**src/rtl/fp32_stb_multiplier.sv**
```systemverilog
// rtl/fp32_stb_multiplier.sv - binary32 multiplier behind stb/ack operand and result handshakes
module fp32_stb_multiplier #(
   parameter int WIDTH = 32
) (
   input  logic             clk,
   input  logic             rst,
   input  logic [WIDTH-1:0] input_a,
   input  logic             input_a_stb,
   output logic             input_a_ack,
   input  logic [WIDTH-1:0] input_b,
   input  logic             input_b_stb,
   output logic             input_b_ack,
   output logic [WIDTH-1:0] output_z,
   output logic             output_z_stb,
   input  logic             output_z_ack
);

   typedef enum logic [3:0] {
      GET_A, GET_B, UNPACK, SPECIAL, MULT, NORM, ROUND, PACK, PUT_Z
   } state_t;

   state_t state, state_nxt;

   logic [WIDTH-1:0] a_reg, b_reg, z;
   logic             a_s, b_s, z_s;
   logic [7:0]       a_e, b_e;
   logic [23:0]      a_m, b_m, z_m;
   logic [47:0]      prod;
   logic signed [9:0] z_e;
   logic             guard, round_bit, sticky;

   logic             a_nan, b_nan, a_inf, b_inf, a_zero, b_zero, special_hit;
   logic [31:0]      special_z;
   logic             carry;
   logic [23:0]      m_inc;

   always_comb begin
      // Subnormals were flushed at unpack, so exponent zero means zero here.
      a_nan  = (a_e == 8'hff) && (a_m[22:0] != 23'd0);
      b_nan  = (b_e == 8'hff) && (b_m[22:0] != 23'd0);
      a_inf  = (a_e == 8'hff) && (a_m[22:0] == 23'd0);
      b_inf  = (b_e == 8'hff) && (b_m[22:0] == 23'd0);
      a_zero = (a_e == 8'h00);
      b_zero = (b_e == 8'h00);
      special_hit = a_nan | b_nan | a_inf | b_inf | a_zero | b_zero;
      special_z = {a_s ^ b_s, 31'd0};
      if (a_nan || b_nan)
         special_z = 32'h7fc00000;
      else if ((a_inf && b_zero) || (b_inf && a_zero))
         special_z = 32'h7fc00000;
      else if (a_inf || b_inf)
         special_z = {a_s ^ b_s, 8'hff, 23'd0};
      {carry, m_inc} = {1'b0, z_m} + 25'd1;
   end

   always_comb begin
      state_nxt = state;
      case (state)
         GET_A:   if (input_a_stb) state_nxt = GET_B;
         GET_B:   if (input_b_stb) state_nxt = UNPACK;
         UNPACK:  state_nxt = SPECIAL;
         SPECIAL: state_nxt = special_hit ? PUT_Z : MULT;
         MULT:    state_nxt = NORM;
         NORM:    state_nxt = ROUND;
         ROUND:   state_nxt = PACK;
         PACK:    state_nxt = PUT_Z;
         PUT_Z:   if (output_z_ack) state_nxt = GET_A;
         default: state_nxt = GET_A;
      endcase
   end

   always_ff @(posedge clk) begin
      if (rst) state <= GET_A;
      else     state <= state_nxt;
   end

   always_ff @(posedge clk) begin
      if (rst) begin
         z <= '0;
      end else begin
         case (state)
            GET_A: if (input_a_stb) a_reg <= input_a;
            GET_B: if (input_b_stb) b_reg <= input_b;
            UNPACK: begin
               a_s <= a_reg[31];
               b_s <= b_reg[31];
               a_e <= a_reg[30:23];
               b_e <= b_reg[30:23];
               a_m <= (a_reg[30:23] != 8'd0) ? {1'b1, a_reg[22:0]} : 24'd0;
               b_m <= (b_reg[30:23] != 8'd0) ? {1'b1, b_reg[22:0]} : 24'd0;
            end
            SPECIAL: begin
               z_s <= a_s ^ b_s;
               if (special_hit) z <= special_z;
            end
            MULT: begin
               prod <= {24'd0, a_m} * {24'd0, b_m};
               z_e  <= $signed({2'b00, a_e}) + $signed({2'b00, b_e}) - 10'sd127;
            end
            NORM: begin
               if (prod[47]) begin
                  z_m       <= prod[47:24];
                  guard     <= prod[23];
                  round_bit <= prod[22];
                  sticky    <= |prod[21:0];
                  z_e       <= z_e + 10'sd1;
               end else begin
                  z_m       <= prod[46:23];
                  guard     <= prod[22];
                  round_bit <= prod[21];
                  sticky    <= |prod[20:0];
               end
            end
            ROUND: begin
               if (guard && (round_bit || sticky || z_m[0])) begin
                  if (carry) begin
                     z_m <= 24'h800000;
                     z_e <= z_e + 10'sd1;
                  end else begin
                     z_m <= m_inc;
                  end
               end
            end
            PACK: begin
               if (z_e >= 10'sd255)
                  z <= {z_s, 8'hff, 23'd0};
               else if (z_e <= 10'sd0)
                  z <= {z_s, 31'd0};
               else
                  z <= {z_s, z_e[7:0], z_m[22:0]};
            end
            default: ;
         endcase
      end
   end

   assign input_a_ack  = (state == GET_A);
   assign input_b_ack  = (state == GET_B);
   assign output_z_stb = (state == PUT_Z);
   assign output_z     = z;

endmodule

```
**config.mk**
```make
export PLATFORM = sky130hd
export DESIGN_NAME = fp32_stb_multiplier
export DESIGN_NICKNAME = d
export VERILOG_FILES = /design/src/rtl/fp32_stb_multiplier.sv
export SDC_FILE = /design/constraint.sdc
export NUM_CORES = 2
export LEC_CHECK = 0
export BUFFER_PORTS_ARGS = -buffer_cell sky130_fd_sc_hd__buf_2
export CAP_MARGIN = 20
export CORE_MARGIN = 4
export CORE_UTILIZATION = 60
export DETAILED_ROUTE_END_ITERATION = 7
export HOLD_SLACK_MARGIN = 0.05
export PLACE_DENSITY_LB_ADDON = 0.15
export SLEW_MARGIN = 20
export SYNTH_ARGS = -nofsm -noshare
export SYNTH_HDL_FRONTEND = slang
export SYNTH_SLANG_ARGS = --single-unit
```
**constraint.sdc**
```tcl
create_clock -name clk -period 12.2 [get_ports clk]
set_input_delay 1.22 -clock clk [delete_from_list [all_inputs] [get_ports clk]]
set_output_delay 1.22 -clock clk [all_outputs]
set_load 0.005 [all_outputs]
```
==> results.py <==
metrics = {
    "setup_path": {
        "path_common_cell": "fa_1",
        "end_kind": "flop",
        "cp_max_fo": 25,
        "cp.arrival_ns": 7.89,
        "crit_family": "adder cells",
        "cp-start-kind": "flop",
        "endpoint": "prod[44]",
        "reg2regPathDepth": 22,
        "cp_slowest_cell": "edfxtp_1",
        "cp.buffers_inverters": 5,
        "worstReg2RegEnd": "prod[44]",
        "slowest_delay_ns": 1.08,
        "critPathLaunch": "b_m[9]",
        "worstSetupPathDepth": 22,
        "worstPathCellList": "nand2_1 > fa_1 > fa_1 > inv_1 > fa_1 > inv_1 > fa_1 > inv_1 > fa_1 > fa_1 > inv_1 > fa_1 > inv_1 > ha_1 > a21o_1 > a31o_2 > a221o_1 > a31oi_4 > o31ai_4 > a211oi_2 > o31ai_2 > xor2_1",
        "cp.required_ns": 12.49,
        "ff2ff_setup_slack_ns": 4.60,
        "r2r-start": "b_m[9]",
        "crit_type": "reg -> reg",
    },
    "clock_tree": {
        "cts_sinks": 252,
        "cts_made_buffers": 29,
        "holdBufCountCts": 0,
        "htreeDepth": 1,
        "post_cts_resized": 0,
        "cts.clk_slew.worst_paths_ns": 0.06,
        "clock_latency_ns": 0.57,
        "root_buffer": "clkbuf_16",
        "postCtsSetupBuffers": 0,
        "cts_tree": "yes",
        "clk_path_buf_depth": 3,
    },
    "placed_design": {
        "place.gp.congestion": 0.9160,
        "dp_hpwl_um": 53350,
        "port_buffers": 103,
        "dpl_cell_area_mm2": 0.03009,
    },
    "logic_synthesis": {
        "synth.area.top_cells": "fa_1, edfxtp_1, ha_1",
        "synth-edff-count": 216,
        "synth_cell_type_count": 74,
        "netlist_area_mm2": 0.02904,
        "synth.avg_cell_area_um2": 10.19,
        "synth_top_area_cell": "fa_1",
        "synth_fp_nets": 3594,
        "synth_most_common_cell": "inv_1",
        "ys_top_cells_by_count": "inv_1, fa_1, nand2_1",
        "synth_warnings": 0,
        "synth-seq-area-share": 0.2482,
        "ys_ff_latch": 252,
        "synth_flop_cell": "edfxtp_1",
        "synth_cells": 2850,
        "synth_top_area_frac": 0.3330,
        "synthArstFlopShare": 0,
    },
    "drt": {
        "vias": 20050,
        "wl_per_cell_um": 19.87,
        "antenna_left": 0,
        "viasPerCell": 5.687,
        "drc": 0,
        "first_iter_violations": 1363,
        "first_pass_iters": 8,
        "finalWirelength_um": 70070,
    },
    "power_and_ir_drop": {
        "p_clk_frac": 0.149,
        "leakage_nw": 14.43,
        "p_switching_mw": 2.963,
        "seqPwrFrac": 0.182,
        "vdd_drop_max_mv": 0.3085,
        "swShare": 0.4649,
        "p_int_mw": 3.411,
        "power_frac_comb": 0.669,
        "p_per_area_mw_per_mm2": 204.4,
    },
    "final_layout": {
        "syn_to_final_growth_pct": 7.385,
        "regMostFlops": "prod",
        "nNetsFinal": 3632,
        "drive_gt1_frac": 0.08041,
        "largest_reg_flops": 48,
        "fin_util": 0.6531,
        "final_cell_area_mm2": 0.03118,
    },
    "timing": {
        "fmax_ghz": 0.1316,
        "max_slew_margin": 0.2621,
        "finalSetupViolations": 0,
        "rsz0062_at_grt": "no",
        "slew_violations": 0,
        "tns_ns": 0,
        "clock_skew_ns": 0.02840,
        "hold_viol": 0,
        "fin_crit_sh": 0.6230,
        "worst_slew_pin_slew_ns": 1.107,
        "fin_crit_ns": 7.601,
    },
    "global_routing": {
        "grt_pass1_wl_um": 114800,
        "grt_overflow": 0,
        "grt_start_max_net_pins": 49,
        "grt_usage": 0.2752,
        "grt_pass1_vias": 21850,
        "antenna_found_initial": 2,
    },
    "floorplan": {
        "start_util": 0.6082,
        "core.rowCount": 80,
        "die_area_mm2": 0.05198,
        "ioPinCount": 104,
        "die_w_um": 228.0,
        "die_h_um": 228.0,
        "core_area_mm2": 0.04775,
    },
    "min_path": {
        "worstHoldStart": "a_reg[31]",
        "hp-class": "reg -> reg",
    },
    "status": {
        "status": "complete, no violations",
    },
    "run": {
        "cap_violations": 0,
    },
}
==> metal layers <==
metal,track usage,share of wire,vias up
met1,0.3545,0.39,10170
met5,0,0,-
met2,0.4751,0.50,736
li1,-,-,8934
met3,0.04067,0.063,211
met4,0.1068,0.045,0
==> cells in the final DEF, fill, tap and decap left out, types with 8 or more instances in the layout <==
master / n
nand3_1: 19
nor2_1: 79
inv_1: 553
mux2i_1: 26
nor4_1: 25
nand2_1: 343
buf_2: 103
a21o_1: 26
o21bai_1: 8
and3_1: 10
o21ai_0: 39
clkbuf_16: 29
ha_1: 192
o22ai_1: 20
a21oi_1: 56
and2_1: 336
xor2_1: 30
dfxtp_1: 36
nor3_1: 18
buf_4: 46
edfxtp_1: 216
a22oi_1: 30
xnor2_1: 48
fa_1: 483
nand4_1: 23
==> through the flow <==
step | std cells | setup WS, ns | total power [mW] | hold WS [ns]
6_report | 3526 | 4.599 | 6.373 | 0.4193
3_3_place_gp | 3468 | 4.785 | 5.362 | 0.4013
4_1_cts | 3522 | 4.638 | 6.391 | 0.4209
3_5_place_dp | 3469 | 4.691 | 5.405 | 0.4071
2_1_floorplan | 2850 | 5.377 | 4.410 | 0.4003
5_1_grt | 3526 | 4.312 | 6.869 | 0.4431
==> cell families (layout without fill, tap and decap cells) <==
family                     Yosys count  count (layout)  synth area share
and+or+nand+nor                    885             885            0.1547
buffers and inverters              699             759           0.09311
adders and majority gates          675             675            0.4157
DFF                                252             252            0.2482
AOI/OAI and AO/OA                  232             232           0.05459
xor gates and xnor gates            78              78           0.02353
muxes                               29              29           0.01013
other                                0               1                 0
==> power groups by stage <==
stage	sequential, mW	combinational [mW]	clock [mW]
CTS	1.16	4.26	0.968
finish	1.16	4.26	0.950
floorplan	1.17	3.24	0
detailed placement	1.18	4.22	0
global placement	1.18	4.18	0
global route	1.16	4.70	1.01
==> worst min-delay path by stage <==
stage / end / cells past startpoint
2_1_floorplan: a_s / 0
3_3_place_gp: b_s / 0
3_5_place_dp: a_s / 0
4_1_cts: a_s / 0
5_1_grt: a_s / 0
6_report: a_s / 0
==> cell type report <==
type	instances	area (µm²)
clock buffer	32	737.0
clock inverter	21	300.3
sequential	252	7207
inverter	553	2076
antenna	1	2.502
timing repair buffer	153	942.2
tap	615	769.5
multi-input combinational	1899	19150
fill	3742	16560
Power figures use the tool's default switching activity.
